## src/rtl/asteroids_pkg.sv

```systemverilog
// Shared types and widths for the asteroid game-side control logic.
package asteroids_pkg;
  localparam int SCORE_W = 14;
  localparam int LIVES_W = 2;
  typedef enum logic [1:0] {IDLE, ARMED, RESPAWN, GAME_OVER} state_t;
endpackage

```

## src/rtl/frame_counter.sv

```systemverilog
// 8-bit frame down-counter: loaded by a pulse, decremented on vsync, stops at zero.
module frame_counter (
  input  logic       clk,
  input  logic       rst,
  input  logic       clr,
  input  logic       load,
  input  logic [7:0] load_val,
  input  logic       vsync,
  output logic [7:0] count
);
  logic [7:0] count_reg;

  // A load on a vsync cycle wins so the full frame count is kept.
  always_ff @(posedge clk or posedge rst) begin
    if (rst)
      count_reg <= 8'd0;
    else if (clr)
      count_reg <= 8'd0;
    else if (load)
      count_reg <= load_val;
    else if (vsync && count_reg != 8'd0)
      count_reg <= count_reg - 8'd1;
  end

  assign count = count_reg;
endmodule

```

## src/rtl/asteroid_hit_ctrl.sv

```systemverilog
// Per-frame overlap detection, asteroid hit/respawn sequencing, score and lives tracking.
module asteroid_hit_ctrl
  import asteroids_pkg::*;
#(
  parameter int RESPAWN_FRAMES = 60,
  parameter int INVULN_FRAMES  = 120,
  parameter int SMALL_POINTS   = 100,
  parameter int SCORE_MAX      = 9999,
  parameter int LIVES          = 3
) (
  input  logic               clk,
  input  logic               rst,
  input  logic               start_done,
  input  logic               vsync,
  input  logic               pix_valid,
  input  logic               ast_pixel,
  input  logic               torpedo_pixel,
  input  logic               ship_pixel,
  input  logic [6:0]         ast_points,
  output logic               asteroid_hit,
  output logic               new_asteroid,
  output logic               torpedo_kill,
  output logic               ship_crash,
  output logic               ast_draw_mask,
  output logic [SCORE_W-1:0] score,
  output logic [LIVES_W-1:0] lives,
  output logic               game_over
);
  localparam logic [SCORE_W:0]   SCORE_MAX_W = (SCORE_W+1)'(SCORE_MAX);
  localparam logic [LIVES_W-1:0] LIVES_INIT  = LIVES_W'(LIVES);
  localparam logic [6:0]         SMALL_PTS   = 7'(SMALL_POINTS);

  state_t             state_reg, state_next;
  logic [SCORE_W-1:0] score_reg, score_next;
  logic [LIVES_W-1:0] lives_reg, lives_next;
  logic               hit_f_reg, hit_f_next;
  logic               crash_f_reg, crash_f_next;
  logic               hit_pulse_reg, hit_pulse_next;
  logic               new_pulse_reg, new_pulse_next;
  logic               crash_pulse_reg, crash_pulse_next;
  logic               resp_load, inv_load;
  logic [7:0]         resp_count, inv_count;
  logic               hit_now, crash_now;
  logic [SCORE_W:0]   score_sum;

  frame_counter u_respawn (
    .clk(clk), .rst(rst), .clr(!start_done), .load(resp_load),
    .load_val(8'(RESPAWN_FRAMES)), .vsync(vsync), .count(resp_count)
  );

  frame_counter u_invuln (
    .clk(clk), .rst(rst), .clr(!start_done), .load(inv_load),
    .load_val(8'(INVULN_FRAMES)), .vsync(vsync), .count(inv_count)
  );

  assign hit_now   = pix_valid && ast_pixel && torpedo_pixel;
  assign crash_now = pix_valid && ast_pixel && ship_pixel;
  assign score_sum = {1'b0, score_reg} + (SCORE_W+1)'(ast_points);

  assign ast_draw_mask = (state_reg != RESPAWN);
  assign game_over     = (state_reg == GAME_OVER);
  assign asteroid_hit  = hit_pulse_reg;
  assign torpedo_kill  = hit_pulse_reg;
  assign new_asteroid  = new_pulse_reg;
  assign ship_crash    = crash_pulse_reg;
  assign score         = score_reg;
  assign lives         = lives_reg;

  always_ff @(posedge clk or posedge rst) begin
    if (rst) begin
      state_reg       <= IDLE;
      score_reg       <= '0;
      lives_reg       <= LIVES_INIT;
      hit_f_reg       <= 1'b0;
      crash_f_reg     <= 1'b0;
      hit_pulse_reg   <= 1'b0;
      new_pulse_reg   <= 1'b0;
      crash_pulse_reg <= 1'b0;
    end else begin
      state_reg       <= state_next;
      score_reg       <= score_next;
      lives_reg       <= lives_next;
      hit_f_reg       <= hit_f_next;
      crash_f_reg     <= crash_f_next;
      hit_pulse_reg   <= hit_pulse_next;
      new_pulse_reg   <= new_pulse_next;
      crash_pulse_reg <= crash_pulse_next;
    end
  end

  always_comb begin
    state_next       = state_reg;
    score_next       = score_reg;
    lives_next       = lives_reg;
    hit_pulse_next   = 1'b0;
    new_pulse_next   = 1'b0;
    crash_pulse_next = 1'b0;
    resp_load        = 1'b0;
    inv_load         = 1'b0;
    // An overlap seen on the vsync cycle itself seeds the next frame's flag.
    hit_f_next   = vsync ? hit_now   : (hit_f_reg   || hit_now);
    crash_f_next = vsync ? crash_now : (crash_f_reg || crash_now);

    if (!start_done) begin
      state_next = IDLE;
      score_next = '0;
      lives_next = LIVES_INIT;
    end else begin
      case (state_reg)
        IDLE: begin
          score_next = '0;
          lives_next = LIVES_INIT;
          if (vsync) begin
            new_pulse_next = 1'b1;
            state_next     = ARMED;
          end
        end
        ARMED: begin
          if (vsync && hit_f_reg) begin
            hit_pulse_next = 1'b1;
            score_next     = (score_sum > SCORE_MAX_W) ? SCORE_MAX_W[SCORE_W-1:0]
                                                       : score_sum[SCORE_W-1:0];
            if (ast_points == SMALL_PTS) begin
              state_next = RESPAWN;
              resp_load  = 1'b1;
            end
          end
        end
        RESPAWN: begin
          if (vsync && resp_count == 8'd1) begin
            new_pulse_next = 1'b1;
            state_next     = ARMED;
          end
        end
        default: ;
      endcase

      // Crash handling runs after the hit logic so GAME_OVER overrides RESPAWN.
      if ((state_reg == ARMED || state_reg == RESPAWN) && ast_draw_mask &&
          inv_count == 8'd0 && vsync && crash_f_reg) begin
        crash_pulse_next = 1'b1;
        inv_load         = 1'b1;
        if (lives_reg <= 2'd1) begin
          lives_next = '0;
          state_next = GAME_OVER;
        end else begin
          lives_next = lives_reg - 2'd1;
        end
      end
    end
  end
endmodule

```

## config.mk

```make
export PLATFORM = sky130hd
export DESIGN_NAME = asteroid_hit_ctrl
export DESIGN_NICKNAME = d
export VERILOG_FILES = /design/src/rtl/asteroids_pkg.sv /design/src/rtl/frame_counter.sv /design/src/rtl/asteroid_hit_ctrl.sv
export SDC_FILE = /design/constraint.sdc
export NUM_CORES = 1
export LEC_CHECK = 0
export ABC_CLOCK_PERIOD_IN_PS = 3500
export BUFFER_PORTS_ARGS = -buffer_cell sky130_fd_sc_hd__buf_2
export CAP_MARGIN = 15
export CORE_MARGIN = 1
export CORE_UTILIZATION = 35
export CTS_BUF_LIST = sky130_fd_sc_hd__clkbuf_16
export CTS_CLUSTER_SIZE = 40
export DETAILED_ROUTE_END_ITERATION = 6
export GPL_TIMING_DRIVEN = 0
export HOLD_SLACK_MARGIN = 0.02
export PLACE_DENSITY = 0.59
export SLEW_MARGIN = 30
export SYNTH_ARGS = -nofsm -noshare
export SYNTH_HDL_FRONTEND = slang
export SYNTH_SLANG_ARGS = --single-unit
```

## constraint.sdc

```tcl
create_clock -name clk -period 3.5 [get_ports clk]
set_clock_uncertainty 0.05 [all_clocks]
set_input_delay 0.7 -clock clk [delete_from_list [all_inputs] [get_ports clk]]
set_output_delay 0.7 -clock clk [all_outputs]
set_load 0.01 [all_outputs]
```

==> results.json <==
{
  "syn_inst": 267,
  "rsz0062_at_grt": "false",
  "final.min_clock_period_ns": 3.16,
  "wl_per_cell_um": 13.6,
  "min_path_type": "in2async",
  "fin_ws_ns": 0.336,
  "crit_fanout": 7,
  "synth.distinct_cells": 57,
  "cpPeakStageDelay_ns": 0.37,
  "grt_use_met1_pct": 24.2,
  "numCtsBuffers": 5,
  "coreArea_um2": 6790,
  "row_count": 30,
  "crit_start": "ast_points[0]",
  "drc": 0,
  "busiest_layer": "met2",
  "portBuffers": 35,
  "r2r-start": "score[0]$_DFFE_PP0P_",
  "synth_top_area_share_pct": 37.8,
  "peakVddDrop_uv": 207,
  "final-hold-violation-count": 0,
  "antenna_found_initial": 0,
  "grt_pass1_wl_um": 9540,
  "reg2reg_to": "score[10]$_DFFE_PP0P_",
  "synth_area_per_cell_um2": 9.18,
  "drv_slew": 0,
  "start_kind": "input pin",
  "worst_ep_required_time_ns": 3.62,
  "fmax_ghz": 0.316,
  "overflow": 0,
  "synthArstFlopShare_pct": 100,
  "post_cts_buffers": 0,
  "worstMarginPinSlew_ns": 0.608,
  "cp_slowest_cell": "fa_1",
  "slew_headroom_pct": 58.9,
  "synthTopCellsByArea": "dfrtp_1 (38%), ha_1 (5.6%), a21oi_1 (4.7%)",
  "vias_per_cell": 5.09,
  "yosys_warnings": 0,
  "first_pass_iters": 6,
  "clkTransAtPathRegs_ns": 0.06,
  "htreeDepth": 2,
  "synth_area_um2": 2450,
  "ys_top_cells_by_count": "dfrtp_1 (37), nand2_1 (27), a21oi_1 (23)",
  "ios": 37,
  "clock_path_buffers": 2,
  "ff2ff_setup_slack_ns": 0.47,
  "drtAntennaViolNets": 0,
  "cts_tree": "done",
  "drive_gt1_share_pct": 19.9,
  "detailed_place_hpwl_um": 4100,
  "ys_seq_area_share_pct": 39.9,
  "ys_dominant_reg_cell": "dfrtp_1",
  "dieArea_um2": 7350,
  "grtUsageMet2_pct": 24.5,
  "clockRootBuffer": "clkbuf_16",
  "antennaDiodeCount": 0,
  "largest_register_ffs": 14,
  "leakagePower_nw": 1.38,
  "reg2reg_depth": 11,
  "drtIter0Drc": 125,
  "crit_arrival_ns": 3.28,
  "finalPower_mw": 1.59,
  "die_h_um": 85.7,
  "track_usage_pct": 16.4,
  "met3_usage_pct": 2.31,
  "syn-num-nets": 294,
  "start_util_pct": 36.1,
  "ys_ff_latch": 39,
  "numClockSinks": 39,
  "cts_hold_buf": 0,
  "die_x_um": 85.7,
  "place_ws_ns": 0.0983,
  "finalSetupTns_ns": 0,
  "setup_violations": 0,
  "synth_edf_count": 0,
  "area_growth_syn_to_layout_pct": 19.9,
  "nets": 337,
  "totalWireLength_um": 5520,
  "power_density_nw_per_um2": 540,
  "critPathKind": "in2reg",
  "grt_pass1_vias": 1960,
  "gp_congestion": 0.808,
  "grt_max_degree": 22,
  "vias": 2072,
  "ctsResizeCount": 0,
  "drv_cap": 0,
  "crit_chain": "buf_2, ha_1, inv_1, fa_1, nand2b_1, a21oi_1, o21ai_1, nor4b_1, a211o_1, a41oi_4, nand2_2, o311ai_0",
  "synth.most_common_cell": "dfrtp_1",
  "endpoint_kind": "register",
  "period_share_pct": 90.4,
  "outcome": "finished, final reports clean",
  "yosysTopAreaCell": "dfrtp_1",
  "clk_latency_ns": 0.28
}
## worst max-delay path: cells and delay by family
kind,cells,cell delay [ns]
adders and majority gates,2,0.57
AOI/OAI and AO/OA,5,1.26
and+or+nand+nor,3,0.58
buffers and inverters,2,0.17
## layout make-up
class / instances / area, um^2
fillers: 666 / 3850
multi-input cells: 206 / 1390
flip-flops and latches: 39 / 978
repair buffers: 36 / 203
clock buffers: 5 / 125
well taps: 96 / 120
inverters: 15 / 56.3
clock inverters: 3 / 41.3
plain buffers: 7 / 32.5
## power breakdown
part / switching [mW] / internal (mW)
logic: 0.240 / 0.223
clock network: 0.185 / 0.334
registers: 0.0736 / 0.532
total: 0.498 / 1.09
## stage by stage
stage	utilization (%)	instances	instance area [um^2]	hold WS [ns]
after floorplan	-	267	2450	0.443
after global placement	40.4	398	2750	0.437
after detailed placement	40.8	399	2780	0.443
after CTS	43.3	407	2940	0.395
after global routing	43.3	407	2940	0.429
final	43.3	407	2940	0.375
## cells in the final DEF, fill, tap and decap left out, drive strengths merged, types with 2 or more instances in the layout
master	count
o211ai	4
o311ai	2
dfstp	2
o22a	2
a21o	6
ha	11
nor4b	4
a21oi	24
a211oi	5
xnor2	11
nand4	4
a22o	3
nand2	29
inv	16
nor3b	4
clkbuf	9
xor2	7
nor2b	5
dfrtp	37
mux2i	2
nor2	20
or2	2
a31oi	3
nor4	3
buf	39
a22oi	3
and2	2
a211o	2
o21ai	15
nand3	10
nor3	5
nand2b	4
## how the worst max path moves through the flow
| stage | slack, ns | to | cells after the start |
|---|---|---|---|
| global placement | 0.08 | score[10]$_DFFE_PP0P_ | 12 |
| floorplan | 0.57 | score[7]$_DFFE_PP0P_ | 11 |
| global route | 0.12 | score[10]$_DFFE_PP0P_ | 12 |
| detailed placement | 0.1 | score[9]$_DFFE_PP0P_ | 12 |
| finish | 0.34 | score[10]$_DFFE_PP0P_ | 12 |
| CTS | 0.37 | score[10]$_DFFE_PP0P_ | 12 |
## kinds of logic after synthesis
group                    after synthesis  share of synthesized area [%]
adder cells (fa/ha/maj)               12                           6.43
AND/OR/NAND/NOR                       97                           20.7
AO/OA/AOI/OAI                         77                           22.1
XOR/XNOR                              18                           6.43
buffers and inverters                 22                           3.62
flip-flops                            39                           39.9
multiplexers                           2                          0.816
## metal layers
layer,up-vias,wire [um]
met5,-,0
met4,0,87
met3,7,146
met2,38,2410
met1,973,2870
li1,1054,-
Note: power is estimated with default switching activity, not from simulation.
